$ cat src/rtl/ram_arb_pkg.sv
// Shared definitions for the two-port RAM arbiter: FSM states, default widths
// and the port index constants used for grant and ownership encoding.
package ram_arb_pkg;

    localparam int ADDR_W_DEF = 10;
    localparam int DATA_W_DEF = 16;

    localparam logic PORT_FETCH = 1'b0;
    localparam logic PORT_LSU   = 1'b1;

    typedef enum logic [1:0] {
        IDLE  = 2'd0,
        ISSUE = 2'd1,
        RESP  = 2'd2
    } arb_state_e;

endpackage

$ cat src/rtl/ram_arb_rr2.sv
// Two-way round-robin grant: combinational winner selection from the request
// valids and the last-grant pointer, which advances only when a grant is taken.
module ram_arb_rr2
    import ram_arb_pkg::*;
(
    input  logic       clk,
    input  logic       rst_n,
    input  logic [1:0] valid,
    input  logic       accept,
    output logic       grant,
    output logic       last_grant
);

    // On a tie the port that did not win last time goes next; a lone
    // requester always wins regardless of the pointer.
    always_comb begin
        grant = ~last_grant;
        if (valid[0] && !valid[1]) begin
            grant = PORT_FETCH;
        end else if (valid[1] && !valid[0]) begin
            grant = PORT_LSU;
        end
    end

    always_ff @(posedge clk or negedge rst_n) begin
        if (!rst_n) begin
            last_grant <= PORT_LSU;
        end else if (accept) begin
            last_grant <= grant;
        end
    end

endmodule

$ cat src/rtl/ram_port_arbiter.sv
// Round-robin arbiter and sequencer in front of the single-port data RAM:
// registers one access at a time onto the RAM pins and returns a one-cycle response.
module ram_port_arbiter
    import ram_arb_pkg::*;
#(
    parameter int ADDR_W = ADDR_W_DEF,
    parameter int DATA_W = DATA_W_DEF
) (
    input  logic              clk,
    input  logic              rst_n,

    input  logic              p0_req_valid,
    input  logic              p0_req_we,
    input  logic [15:0]       p0_req_addr,
    input  logic [DATA_W-1:0] p0_req_wdata,
    output logic              p0_req_ready,
    output logic              p0_rsp_valid,
    output logic [DATA_W-1:0] p0_rsp_data,

    input  logic              p1_req_valid,
    input  logic              p1_req_we,
    input  logic [15:0]       p1_req_addr,
    input  logic [DATA_W-1:0] p1_req_wdata,
    output logic              p1_req_ready,
    output logic              p1_rsp_valid,
    output logic [DATA_W-1:0] p1_rsp_data,

    output logic [ADDR_W-1:0] ram_addr,
    output logic [DATA_W-1:0] ram_write_data,
    output logic              ram_write_enable,
    input  logic [DATA_W-1:0] ram_read_data,

    output arb_state_e        dbg_state
);

    arb_state_e state;
    arb_state_e state_next;

    logic              grant;
    logic              last_grant;
    logic              accept;
    logic              can_accept;
    logic              sel_we;
    logic [ADDR_W-1:0] sel_addr;
    logic [DATA_W-1:0] sel_wdata;
    logic              owner;
    logic              op_we;

    // Upper request address bits alias onto the same RAM word.
    logic unused_addr_bits;
    assign unused_addr_bits = ^{p0_req_addr[15:ADDR_W], p1_req_addr[15:ADDR_W], last_grant};

    // Handshake: valid/ready, transfer on a rising edge where both are high.
    // Requesters hold valid and payload until ready; nothing is latched early.
    assign can_accept   = (state != ISSUE);
    assign p0_req_ready = can_accept && p0_req_valid && (grant == PORT_FETCH);
    assign p1_req_ready = can_accept && p1_req_valid && (grant == PORT_LSU);
    assign accept       = p0_req_ready || p1_req_ready;

    assign sel_we    = (grant == PORT_LSU) ? p1_req_we    : p0_req_we;
    assign sel_addr  = (grant == PORT_LSU) ? p1_req_addr[ADDR_W-1:0] : p0_req_addr[ADDR_W-1:0];
    assign sel_wdata = (grant == PORT_LSU) ? p1_req_wdata : p0_req_wdata;

    assign dbg_state = state;

    ram_arb_rr2 u_rr2 (
        .clk        (clk),
        .rst_n      (rst_n),
        .valid      ({p1_req_valid, p0_req_valid}),
        .accept     (accept),
        .grant      (grant),
        .last_grant (last_grant)
    );

    always_ff @(posedge clk or negedge rst_n) begin
        if (!rst_n) begin
            state <= IDLE;
        end else begin
            state <= state_next;
        end
    end

    always_comb begin
        state_next = state;
        case (state)
            IDLE:    if (accept) state_next = ISSUE;
            ISSUE:   state_next = RESP;
            RESP:    state_next = accept ? ISSUE : IDLE;
            default: state_next = IDLE;
        endcase
    end

    // Address and write data hold outside ISSUE so the RAM sees no spurious
    // address changes; only the write enable is pulsed.
    always_ff @(posedge clk or negedge rst_n) begin
        if (!rst_n) begin
            ram_addr         <= '0;
            ram_write_data   <= '0;
            ram_write_enable <= 1'b0;
            owner            <= PORT_FETCH;
            op_we            <= 1'b0;
        end else begin
            ram_write_enable <= accept ? sel_we : 1'b0;
            if (accept) begin
                ram_addr       <= sel_addr;
                ram_write_data <= sel_wdata;
                owner          <= grant;
                op_we          <= sel_we;
            end
        end
    end

    // The RAM completes its access on the falling edge inside ISSUE, so its
    // read data is valid to capture on the ISSUE->RESP edge.
    always_ff @(posedge clk or negedge rst_n) begin
        if (!rst_n) begin
            p0_rsp_valid <= 1'b0;
            p1_rsp_valid <= 1'b0;
            p0_rsp_data  <= '0;
            p1_rsp_data  <= '0;
        end else begin
            p0_rsp_valid <= (state == ISSUE) && (owner == PORT_FETCH);
            p1_rsp_valid <= (state == ISSUE) && (owner == PORT_LSU);
            if (state == ISSUE) begin
                if (owner == PORT_FETCH) begin
                    p0_rsp_data <= op_we ? '0 : ram_read_data;
                end else begin
                    p1_rsp_data <= op_we ? '0 : ram_read_data;
                end
            end
        end
    end

endmodule

$ cat config.mk
export PLATFORM = sky130hd
export DESIGN_NAME = ram_port_arbiter
export DESIGN_NICKNAME = d
export VERILOG_FILES = /design/src/rtl/ram_arb_pkg.sv /design/src/rtl/ram_arb_rr2.sv /design/src/rtl/ram_port_arbiter.sv
export SDC_FILE = /design/constraint.sdc
export NUM_CORES = 1
export LEC_CHECK = 0
export BUFFER_PORTS_ARGS = -buffer_cell sky130_fd_sc_hd__buf_2
export CAP_MARGIN = 20
export CORE_MARGIN = 2
export CORE_UTILIZATION = 30
export CTS_BUF_LIST = sky130_fd_sc_hd__clkbuf_16
export DETAILED_ROUTE_END_ITERATION = 10
export GPL_ROUTABILITY_DRIVEN = 0
export HOLD_SLACK_MARGIN = 0.1
export PLACE_DENSITY = 0.61
export SYNTH_ARGS = -nofsm -noshare
export SYNTH_HDL_FRONTEND = slang
export SYNTH_SLANG_ARGS = --single-unit
$ cat constraint.sdc
create_clock -name clk -period 1.5 [get_ports clk]
set_input_delay 0.075 -clock clk [delete_from_list [all_inputs] [get_ports clk]]
set_output_delay 0.075 -clock clk [all_outputs]
set_load 0.02 [all_outputs]
==> Word-level counts from Yosys, hierarchy flattened <==
Index checks and enable logic that the tools add are counted.
{ "word_totals": {"regBits": 66, "inputBits": 86, "output_inout_bits": 65, "elab_cells": 42} }
{ "op_classes": {"eq_ne": 4, "n_mux": 10, "n_bitwise": 3, "reduce_logical": 14} }
{ "ops": {"columns": ["cell", "count"], "rows": [
  ["$mux 16", 2],
  ["$mux 10", 1],
  ["$logic_and 1x1->1", 8],
  ["$pmux 2 s3", 1],
  ["$mux 1", 5],
  ["$reduce_and 2->1", 2],
  ["$not 1->1", 3],
  ["$eq 2x1->1 const B", 1],
  ["$eq 2x2->1 const B", 1],
  ["$logic_not 1->1", 2],
  ["$logic_not 2->1", 1],
  ["$mux 2", 1],
  ["$ne 2x1->1 const B", 1],
  ["$ne 2x2->1 const B", 1],
  ["$logic_or 1x1->1", 1]
]} }

==> Longest topological paths before layout <==
{ "logic_depth": {"depth_word": 9, "mapped_depth": 5, "ltp_nobuf": 4} }

==> Modules after synthesis <==
A second synthesis with hierarchy kept.
{ "unflattened": {"hier_cells": 236, "hier_area_um2": 2845.2} }
{ "modules_own_cells": {"columns": ["module", "instances", "cells_each", "area_per_inst_um2", "seq_area_each_um2"], "rows": [
  ["ram_port_arbiter", 1, 228, 2768.9, 1626.6],
  ["ram_arb_rr2", 1, 8, 76.3, 26.3]
]} }

==> Worst setup path after synthesis <==
OpenSTA, ideal clock, no wires.
{ "synth_timing": {"path_type": "register to register", "startpoint": "reg state[1] (netlist: dbg_state[1])", "endpoint": "reg owner", "setup_ns": 0.153, "arrival_time_ns": 1.560, "required_ns": 1.347, "path_slack_ns": -0.213, "path_stages_with_launch": 6, "path_buffers": 1, "synth_period_minus_slack_ns": 1.713, "cell_sequence": "dfrtp_1 > nand2b_1 > inv_1 > clkbuf_1 > a211oi_1 > nor2_1"} }
{ "synth_via": {"elab_chain_cells": 4, "elab_cells_between_ends": 6, "classes_between": "eq/ne: 1; reduce/logical: 5"} }
{ "synth_lines": {"columns": ["element", "line_no", "rtl"], "rows": [
  ["start, declared", "ram_port_arbiter.sv:36", "arb_state_e state;"],
  ["start signal, assigned", "ram_port_arbiter.sv:79", "state <= state_next;"],
  ["$ne 2x1->1", "ram_port_arbiter.sv:55", "assign can_accept = (state != ISSUE);"],
  ["$logic_and 1x1->1 (2 in series)", "ram_port_arbiter.sv:56", "assign p0_req_ready = can_accept && p0_req_valid && (grant == PORT_FETCH);"],
  ["via p0_req_ready", "ram_port_arbiter.sv:16", "output logic p0_req_ready,"],
  ["$logic_or 1x1->1", "ram_port_arbiter.sv:58", "assign accept = p0_req_ready || p1_req_ready;"],
  ["end signal, assigned", "ram_port_arbiter.sv:107", "owner <= grant;"],
  ["end, declared", "ram_port_arbiter.sv:46", "logic owner;"]
]} }
The timed path passes the listed nets, and every way through them passes these cells.
A chain may end at the register's enable or synchronous reset.

==> Worst setup path after layout <==
{ "layout_timing": {"startpoint": "reg u_rr2.last_grant", "endpoint": "out p0_req_ready"} }
{ "layout_via": {"elab_chain_cells": 5} }
{ "layout_lines": {"columns": ["element", "line_no", "rtl"], "rows": [
  ["start, declared", "ram_arb_rr2.sv:11", "output logic last_grant"],
  ["start signal, assigned", "ram_arb_rr2.sv:29", "last_grant <= grant;"],
  ["$not 1->1", "ram_arb_rr2.sv:17", "grant = ~last_grant;"],
  ["$mux 1", "ram_arb_rr2.sv:20", "end else if (valid[1] && !valid[0]) begin"],
  ["$mux 1", "ram_arb_rr2.sv:18", "if (valid[0] && !valid[1]) begin"],
  ["$not 1->1", "ram_port_arbiter.sv:56", null],
  ["$logic_and 1x1->1", "ram_port_arbiter.sv:56", null],
  ["end, declared", "ram_port_arbiter.sv:16", null]
]} }
Every way passes these cells.

==> qor.txt <==
Number of endpoints failing setup at the final stage = 1
H-tree Lvls = 3
Clock root buffer = sky130_fd_sc_hd__clkbuf_16
Remaining DRCs = 0
Worst hold path cell count = 3
Status = finished with violations
Violations in the final reports = setup timing
Final Routed Wirelength = 10,900 um
Achievable clock frequency = 654 MHz
Gr usage total = 0.202
Placed instance area = 0.00392 mm^2
Area enclosed by the die boundary = 0.0109 mm^2
Hold WS = 144 ps
Type of the worst setup path = flip-flop to output port
CP startpoint = u_rr2.last_grant$_DFFE_PN1P_
Class of the tightest hold or removal check = primary input to flip-flop
Required arrival time at the worst endpoint = 1420 ps
Number of optimization iterations in the first detailed-route pass = 4
Clock latency on the worst-skew pair = 320 ps
Final worst-path cycle share = 1.02
Power per cell area = 1520 mW/mm^2
Peak fanout along the critical path = 4
Commonest cells after routing, fill and taps aside = sky130_fd_sc_hd__buf_2, sky130_fd_sc_hd__dlygate4sd3_1, sky130_fd_sc_hd__dfrtp_1
Total vias in the final route = 3,402
Count of different cell masters after synthesis = 19
TritonCTS clock tree = yes
Maximum number of pins on one net before global-route repair = 34
Post-placement worst setup slack = 108 ps
Post-route standard cell area excluding fillers = 0.00509 mm^2
Layout cell share with drive strength beyond 1 = 0.357
Number of nets with antenna violations after detailed routing = 0
Largest clock skew in the final design = 11.7 ps
Post-Synthesis Cell Area = 0.00301 mm^2
FP Rows = 36
Most frequent standard cell in the layout excluding fill and tap cells = sky130_fd_sc_hd__buf_2
Hold EP = owner$_DFFE_PN0P_
R2R Path Start = dbg_state[1]$_DFFE_PN0P_
Critical path endpoint category = output port
Num ports = 151
Synthesized instance count = 308
Final Hold Violating Endpoints = 0
Portion of the post-synthesis area used by sequential elements = 0.549
Setup TNS = -28.7 ps
Area growth, synth to finish = 68.8%
Half-perimeter wire length of the detailed placement result = 6530 um
Post-route minimum period = 1530 ps
Worst slew pin tran = 526 ps
DRC marker count from the first detailed-route iteration = 117
Die span in y = 104 um
Minimum setup slack in the final design = -28.7 ps
Peak supply drop = 0.686 mV
Critical hold path startpoint = p1_req_valid
Number of storage elements in the synthesis netlist = 66
Area occupied by registers = 0.00165 mm^2
Clock Sink Count = 66
Horizontal extent of the die = 104 um
I/O Buffers = 138
Critical path startpoint category = flip-flop
Clk slew on worst S/H paths = 50 ps
Max cap viols = 0
Clock Tree Buf Depth = 2
Vias per std cell = 5.14
Starting density of the core = 0.308
First-pass GRT wire length = 17,700 um
Area used by multi-input combinational logic = 0.00123 mm^2
Count of filler cells inserted in the layout = 857
Unrepaired setup endpoints after global routing = yes
Worst R2R Setup Slack = 70 ps
Post-route total power = 7.74 mW
Via count of the first global-routing pass = 3,547
N_diodes = 0
Std-Cell Core Area = 0.00977 mm^2
TritonCTS Buffers = 9
Wirelength per Cell = 16.5 um
Worst reg2reg endpoint = ram_write_data[8]$_DFFE_PN0P_
Mean area per synthesized cell = 9.78 um^2
Final Max Tran Viols = 0
Total grt overflow = 0
Number of antenna violations at the first check in global routing = 0
Leak pwr = 2.44 nW
Final net count = 610
Max-Slew Margin vs Limit = 0.650
Worst Path Arrival = 1450 ps
Number of warning messages in the yosys log = 0
Net Count, Synth = 394
Number of cell instances on the worst register-to-register path = 6
how the worst max path moves through the flow:
stage / depth (start not counted) / slack [ps] / endpoint
final: 3 / -30 / p0_req_ready
after CTS: 3 / -4 / p0_req_ready
after global routing: 3 / -90 / p0_req_ready
after global placement: 5 / 120 / op_we$_DFFE_PN0P_
after detailed placement: 5 / 110 / op_we$_DFFE_PN0P_
after floorplan: 5 / 20 / owner$_DFFE_PN0P_
kinds of logic after synthesis:
family	count (synthesis)	share of synthesized area
simple gates	83	0.132
buf+inv	41	0.0556
compound gates	118	0.264
flops	66	0.549
state kept, by name, indices dropped and copies added, names as in the netlist:
| name | cells |
|---|---|
| ram_write_data | 16 |
| p0_rsp_data | 16 |
| p0_rsp_valid | 1 |
| u_rr2.last_grant | 1 |
| owner | 1 |
| op_we | 1 |
| ram_addr | 10 |
| dbg_state | 2 |
| p1_rsp_data | 16 |
| p1_rsp_valid | 1 |
| ram_write_enable | 1 |
what timing repair did:
action                                  CTS  global route
pin swaps                                 1             2
cloned                                    1             1
buffers inserted                          3             6
endpoints found under the setup margin    2            20
hold buffers                             72             0
resized for setup                        13            22
hold endpoints to repair                125             0
through the flow:
step	utilization	instances
finish	0.520	662
detailed placement	0.401	563
floorplan	-	308
global placement	0.401	563
CTS	0.511	655
global route	0.520	662
metal layers:
| layer | wire [um] | GRT usage |
|---|---|---|
| met4 | 217 | 0.0956 |
| met5 | 0 | 0 |
| met1 | 4630 | 0.241 |
| met2 | 5270 | 0.337 |
| met3 | 824 | 0.0533 |
final cells by class:
class	count	area share
multi-input cells	201	0.242
clock buffers	9	0.0443
inverters	6	0.00763
well taps	133	0.0327
repair inverters	1	0.00172
clock inverters	7	0.00590
flip-flops and latches	66	0.325
repair buffers	239	0.340
worst max-delay path, cell delays in order (launching register included):
cell	delay, ps
sky130_fd_sc_hd__dfstp_2	630
sky130_fd_sc_hd__clkinv_8	80
sky130_fd_sc_hd__a211oi_4	260
sky130_fd_sc_hd__buf_6	160
synth_stat cells:
library cell	instances	share of area
sky130_fd_sc_hd__dfrtp_1	65	0.54
sky130_fd_sc_hd__o2111ai_1	54	0.16
sky130_fd_sc_hd__o21ai_0	45	0.075
sky130_fd_sc_hd__nand2_1	34	0.042
sky130_fd_sc_hd__nand3_1	27	0.045
sky130_fd_sc_hd__clkbuf_1	26	0.032
sky130_fd_sc_hd__nand2b_1	17	0.035
sky130_fd_sc_hd__o21ai_1	16	0.027
sky130_fd_sc_hd__buf_2	8	0.013
sky130_fd_sc_hd__inv_1	4	0.0050
sky130_fd_sc_hd__nor2_1	3	0.0037
sky130_fd_sc_hd__a21oi_1	2	0.0033
sky130_fd_sc_hd__a211oi_1	1	0.0025
sky130_fd_sc_hd__buf_4	1	0.0025
sky130_fd_sc_hd__clkinv_1	1	0.0012
sky130_fd_sc_hd__dfstp_2	1	0.0087
sky130_fd_sc_hd__inv_2	1	0.0012
sky130_fd_sc_hd__nand3b_1	1	0.0025
sky130_fd_sc_hd__or3b_1	1	0.0029
where the power goes:
part	switching (mW)	internal, mW	leakage (nW)
Sequential	0.365	2.41	0.827
Combinational	1.96	1.21	1.47
Clock	0.712	1.08	0.140
Total	3.03	4.71	2.44
No activity file was read; power rests on OpenSTA's default activity.
